**src/rtl/keypad_digit_entry.sv**
```systemverilog
// Keypad scanner with debounce, digit entry register and 7-seg drive.
// Scans a 4x4 active-low matrix; accepted keys edit a NUM_DIGITS nibble register.
module keypad_digit_entry #(
  parameter int unsigned TICK_DIV       = 500000,
  parameter int unsigned DEBOUNCE_TICKS = 3,
  parameter int unsigned NUM_DIGITS     = 4,
  parameter bit          HEX_MODE       = 1'b0,
  parameter logic [3:0]  CODE_BS        = 4'hE,
  parameter logic [3:0]  CODE_CLR       = 4'hF
) (
  input  logic                    CLOCK_50,
  input  logic                    RESET_N,
  input  logic [3:0]              ROW,
  output logic [3:0]              COL,
  output logic                    key_valid,
  output logic [3:0]              key_code,
  output logic [4*NUM_DIGITS-1:0] value,
  output logic [3:0]              digits,
  output logic                    full,
  output logic [7*NUM_DIGITS-1:0] HEX
);

  localparam int unsigned TW = (TICK_DIV > 2) ? $clog2(TICK_DIV) : 1;
  localparam int unsigned CW = $clog2(DEBOUNCE_TICKS + 1);
  localparam int unsigned VW = 4 * NUM_DIGITS;
  localparam int unsigned HW = 7 * NUM_DIGITS;

  typedef enum logic [1:0] {
    SCAN,
    DEBOUNCE,
    HELD,
    RELEASE
  } state_e;

  logic [3:0]    row_s1_q;
  logic [3:0]    row_s2_q;
  logic [TW-1:0] tick_cnt_q;
  logic          tick;

  state_e        state_q;
  logic [3:0]    col_q;
  logic [1:0]    col_idx_q;
  logic [3:0]    cand_q;
  logic [CW-1:0] cnt_q;
  logic [CW-1:0] cnt_inc;
  logic          key_valid_q;
  logic [3:0]    key_code_q;

  logic          row_idle;
  logic          row_one;
  logic [1:0]    row_idx;

  logic [VW-1:0] value_q;
  logic [VW-1:0] value_d;
  logic [3:0]    digits_q;
  logic [3:0]    digits_d;
  logic          full_q;
  logic          is_digit;
  logic [HW-1:0] hex_q;
  logic [HW-1:0] hex_d;

  always_ff @(posedge CLOCK_50 or negedge RESET_N) begin
    if (!RESET_N) begin
      row_s1_q <= 4'hF;
      row_s2_q <= 4'hF;
    end else begin
      row_s1_q <= ROW;
      row_s2_q <= row_s1_q;
    end
  end

  assign tick = (tick_cnt_q == TW'(TICK_DIV - 1));

  always_ff @(posedge CLOCK_50 or negedge RESET_N) begin
    if (!RESET_N) begin
      tick_cnt_q <= '0;
    end else if (tick) begin
      tick_cnt_q <= '0;
    end else begin
      tick_cnt_q <= tick_cnt_q + TW'(1);
    end
  end

  // Only a single low row is a real key; multi-row patterns are ghosts.
  always_comb begin
    row_idle = (row_s2_q == 4'hF);
    row_one  = 1'b1;
    row_idx  = 2'd0;
    case (row_s2_q)
      4'b1110: row_idx = 2'd0;
      4'b1101: row_idx = 2'd1;
      4'b1011: row_idx = 2'd2;
      4'b0111: row_idx = 2'd3;
      default: row_one = 1'b0;
    endcase
  end

  assign cnt_inc = cnt_q + CW'(1);

  always_ff @(posedge CLOCK_50 or negedge RESET_N) begin
    if (!RESET_N) begin
      state_q     <= SCAN;
      col_q       <= 4'b1110;
      col_idx_q   <= 2'd0;
      cand_q      <= 4'h0;
      cnt_q       <= '0;
      key_valid_q <= 1'b0;
      key_code_q  <= 4'h0;
    end else begin
      key_valid_q <= 1'b0;
      if (tick) begin
        unique case (state_q)
          SCAN: begin
            if (row_one) begin
              cand_q <= {row_idx, col_idx_q};
              cnt_q  <= CW'(1);
              if (DEBOUNCE_TICKS == 1) begin
                key_code_q  <= {row_idx, col_idx_q};
                key_valid_q <= 1'b1;
                state_q     <= HELD;
              end else begin
                state_q <= DEBOUNCE;
              end
            end else begin
              col_q     <= {col_q[2:0], col_q[3]};
              col_idx_q <= col_idx_q + 2'd1;
            end
          end
          DEBOUNCE: begin
            if (row_one && row_idx == cand_q[3:2]) begin
              cnt_q <= cnt_inc;
              if (cnt_inc == CW'(DEBOUNCE_TICKS)) begin
                key_code_q  <= cand_q;
                key_valid_q <= 1'b1;
                state_q     <= HELD;
              end
            end else begin
              state_q   <= SCAN;
              col_q     <= {col_q[2:0], col_q[3]};
              col_idx_q <= col_idx_q + 2'd1;
            end
          end
          HELD: begin
            if (row_idle) begin
              cnt_q <= CW'(1);
              if (DEBOUNCE_TICKS == 1) begin
                state_q   <= SCAN;
                col_q     <= {col_q[2:0], col_q[3]};
                col_idx_q <= col_idx_q + 2'd1;
              end else begin
                state_q <= RELEASE;
              end
            end
          end
          RELEASE: begin
            if (row_idle) begin
              cnt_q <= cnt_inc;
              if (cnt_inc == CW'(DEBOUNCE_TICKS)) begin
                state_q   <= SCAN;
                col_q     <= {col_q[2:0], col_q[3]};
                col_idx_q <= col_idx_q + 2'd1;
              end
            end else begin
              state_q <= HELD;
            end
          end
          default: state_q <= SCAN;
        endcase
      end
    end
  end

  always_comb begin
    is_digit = HEX_MODE ? 1'b1 : (key_code_q <= 4'd9);
    value_d  = value_q;
    digits_d = digits_q;
    if (key_valid_q) begin
      if (key_code_q == CODE_CLR) begin
        value_d  = '0;
        digits_d = 4'd0;
      end else if (key_code_q == CODE_BS) begin
        if (digits_q != 4'd0) begin
          value_d  = value_q >> 4;
          digits_d = digits_q - 4'd1;
        end
      end else if (is_digit && !full_q) begin
        value_d  = (value_q << 4) | VW'(key_code_q);
        digits_d = digits_q + 4'd1;
      end
    end
  end

  function automatic logic [6:0] seg7(input logic [3:0] n);
    logic [6:0] s;
    case (n)
      4'h0: s = 7'h3F;
      4'h1: s = 7'h06;
      4'h2: s = 7'h5B;
      4'h3: s = 7'h4F;
      4'h4: s = 7'h66;
      4'h5: s = 7'h6D;
      4'h6: s = 7'h7D;
      4'h7: s = 7'h07;
      4'h8: s = 7'h7F;
      4'h9: s = 7'h6F;
      4'hA: s = 7'h77;
      4'hB: s = 7'h7C;
      4'hC: s = 7'h39;
      4'hD: s = 7'h5E;
      4'hE: s = 7'h79;
      default: s = 7'h71;
    endcase
    return ~s;
  endfunction

  always_comb begin
    hex_d = '1;
    for (int k = 0; k < int'(NUM_DIGITS); k++) begin
      if (4'(k) < digits_q) begin
        hex_d[7*k +: 7] = seg7(value_q[4*k +: 4]);
      end
    end
  end

  always_ff @(posedge CLOCK_50 or negedge RESET_N) begin
    if (!RESET_N) begin
      value_q  <= '0;
      digits_q <= 4'd0;
      full_q   <= 1'b0;
      hex_q    <= '1;
    end else begin
      value_q  <= value_d;
      digits_q <= digits_d;
      full_q   <= (digits_d == 4'(NUM_DIGITS));
      hex_q    <= hex_d;
    end
  end

  assign COL       = col_q;
  assign key_valid = key_valid_q;
  assign key_code  = key_code_q;
  assign value     = value_q;
  assign digits    = digits_q;
  assign full      = full_q;
  assign HEX       = hex_q;

endmodule
```
**config.mk**
```make
export PLATFORM = sky130hd
export DESIGN_NAME = keypad_digit_entry
export DESIGN_NICKNAME = d
export VERILOG_FILES = /design/src/rtl/keypad_digit_entry.sv
export SDC_FILE = /design/constraint.sdc
export NUM_CORES = 1
export LEC_CHECK = 0
export ABC_AREA = 1
export CAP_MARGIN = 25
export CORE_ASPECT_RATIO = 1.2
export CORE_MARGIN = 3
export CORE_UTILIZATION = 55
export DETAILED_ROUTE_END_ITERATION = 6
export GPL_TIMING_DRIVEN = 0
export PLACE_DENSITY = 0.88
export SETUP_SLACK_MARGIN = 0.4
export SLEW_MARGIN = 20
export SYNTH_ARGS = -nofsm -noshare
export SYNTH_HDL_FRONTEND = slang
export SYNTH_SLANG_ARGS = --single-unit
```
**constraint.sdc**
```tcl
create_clock -name CLOCK_50 -period 4.6 [get_ports CLOCK_50]
set_input_delay 1.38 -clock CLOCK_50 [delete_from_list [all_inputs] [get_ports CLOCK_50]]
set_output_delay 1.38 -clock CLOCK_50 [all_outputs]
set_load 0.01 [all_outputs]
```
==> flow_summary.ini <==
[die]
die-area_sq_um = 10210
rows = 37
ioPinCount = 64
start_util_pct = 57.06
dieWidth_um = 92.74
die_h_um = 110.1
core_area_sq_um = 8703

[timing]
clock_skew_ns = 0.01120
hold_ws_ns = 0.3608
drv_slew = 0
max_freq_mhz = 353.0
rsz0062_at_grt = false
period_minus_slack_ns = 2.833
worstMarginPinSlew_ns = 0.8534
relSlewSlack_pct = 42.50
post-route-period-util_pct = 61.58
hold_viol_final = 0
setup_viol = 0

[synthesis]
synth.cell_area_sq_um = 4966
yosysWarnings = 0
yosysTopAreaCell = dfrtp_1
syn-num-nets = 598
async_reset_ff_share_pct = 100.0
yosysTopAreaCellShare_pct = 28.22
synth_edf_count = 0
synth.top_cells.by_count = nand2_1 (113), inv_1 (68), dfrtp_1 (56), nand3_1 (56), dfstp_2 (39)
synth_ff_type = dfrtp_1
synth.most_common_cell = nand2_1
synth.area.top_cells = dfrtp_1 (28%), dfstp_2 (21%), nand2_1 (8.5%)
ys_types = 41
synthCells = 566
synth_area_per_cell_sq_um = 8.774
ys_seq_elements = 95
synth_seq_area_share_pct = 48.85

[global_routing]
grt_pass1_wl_um = 18730
grt_max_degree = 52
grt_use_total_pct = 22.94
grt-ovfl-total = 0
grt_pass1_vias = 4307
antenna_found_initial = 0

[clock_network]
cts.clk_slew.worst_paths_ns = 0.09
hold_buffers = 0
cts_buffers = 9
cts.sinks = 95
clk_path_buf_depth = 2
cts_resized = 0
ctsRootBufferMaster = clkbuf_8
h-tree-depth = 3
cts_setup_buffers = 0
clock_latency_ns = 0.36
cts_tree = built

[critical_path]
start_kind = flop
critical_path_class = flop to output port
cp-end-kind = output port
crit_required_ns = 3.22
worst-r2r-cell-count = 5
arrival_ns = 1.45
slowest_delay_ns = 0.56
cp.depth = 1
critical_path_buf_inv_count = 1
path_cells = clkdlybuf4s50_1
crit_fanout = 3
path_delay_family = flip-flops
crit_slowest_cell = dfstp_2

[power_and_ir_drop]
p_leak_nw = 2.617
ir_drop_mv = 0.1845
p_total_mw = 1.391
power.density_nw_per_um2 = 233.7

[place]
routabilityCongestion = 0.9228
place_inst = 747
hpwl_um = 8359
io_buffers = 63

[worst_hold_path]
hp-class = flop to flop
whs_path_depth = 0

[detailed_routing]
ant_nets = 0
routed_via_density = 5.616
routed_wl_um = 11210
vias = 4285
drtIter0Drc = 237
post-route-drc-count = 0
wl_per_cell_um = 14.70
drtPass1Iterations = 5

[status]
outcome = complete, no violations

[final_layout]
final_core_util_pct = 68.37
layout-drive-gt1-share_pct = 15.48
insertedDiodeCount = 0
fill_cells = 696
area_growth_pct = 19.83
nNetsFinal = 673
stdcell_count = 763

[run]
drv_cap = 0
[sequential cells by signal, summed over array words and instances, names as in the netlist]
register and flops:
COL 4, HEX 28, cand_q 4, cnt_q 2, col_idx_q 2, digits 4, full 1, key_code 4
key_valid 1, row_s1_q 4, row_s2_q 4, state_q 2, tick_cnt_q 19, value 16
[per-layer routing]
layer  vias up  GRT usage (%)  share of wire [%]
met5         -              0                  0
met1      2047          24.38                 37
li1       2030              -                  -
met2       178          43.23                 54
met4         0          13.51                2.6
met3        30          3.259                6.0
[layout make-up]
cell class	instances	area [sq um]	area share, %
buffer	13	53.80	0.9041
timing repair buffer	64	655.6	11.02
multi-input combinational	381	2197	36.92
tap	117	146.4	2.460
inverter	77	289.0	4.857
sequential	95	2426	40.77
clock inverter	5	41.29	0.6939
clock buffer	11	141.4	2.376
[report_power, final]
part	internal (mW)	switching [mW]
clock network	0.216	0.296
registers	0.843	0.00230
logic	0.00955	0.0243
total	1.07	0.322
[logic make-up (layout without fill, tap and decap cells)]
logic type	Yosys count	after routing	synth area share [%]
xor+xnor	8	8	1.411
compound gates	98	98	12.25
simple gates	249	249	24.04
buf+inv	90	170	6.903
flops	95	95	48.85
fa+ha+maj	26	26	6.551
[path summary, 6_finish.rpt]
check / slack (ns) / startpoint / end
hold / removal: 0.36 / row_s1_q[3] / row_s2_q[3]
max in group asynchronous: 2.91 / RESET_N / COL[2]
setup / recovery: 1.77 / COL[1] / COL[1]
hold reg to reg: 0.36 / row_s1_q[3] / row_s2_q[3]
min in group asynchronous: 1.00 / RESET_N / digits[1]
setup reg to reg: 2.66 / digits[0] / HEX[7]
[metrics by stage]
stage          area, sq um  TNS, ns  worst slack [ns]
3_5_place_dp          5768        0             2.164
5_1_grt               5951        0             1.710
6_report              5951        0             1.767
3_3_place_gp          5743   -59.00            -1.057
4_1_cts               5951        0             1.755
2_1_floorplan         4966        0             2.683
[layout by cell type (no fill, tap or decap), types with 2 or more instances in the layout]
master           instances
a21oi_1                 12
a31oi_1                  7
buf_2                    4
clkbuf_1                10
clkbuf_8                10
clkdlybuf4s50_1         62
clkinvlp_4               2
dfrtp_1                 56
dfstp_2                 39
ha_1                    26
inv_1                   68
inv_2                    8
inv_6                    2
nand2_1                113
nand2_2                  4
nand3_1                 56
nand3_2                  4
nand3b_1                 3
nand4_1                  5
nor2_1                  33
nor2_2                  10
nor3_1                   8
o2111ai_1                6
o211ai_1                10
o21ai_0                 31
o21ai_1                 11
o22ai_1                  9
o311ai_0                 7
or2_2                    5
xor2_1                   7
Note: power is estimated with default switching activity, not from simulation.
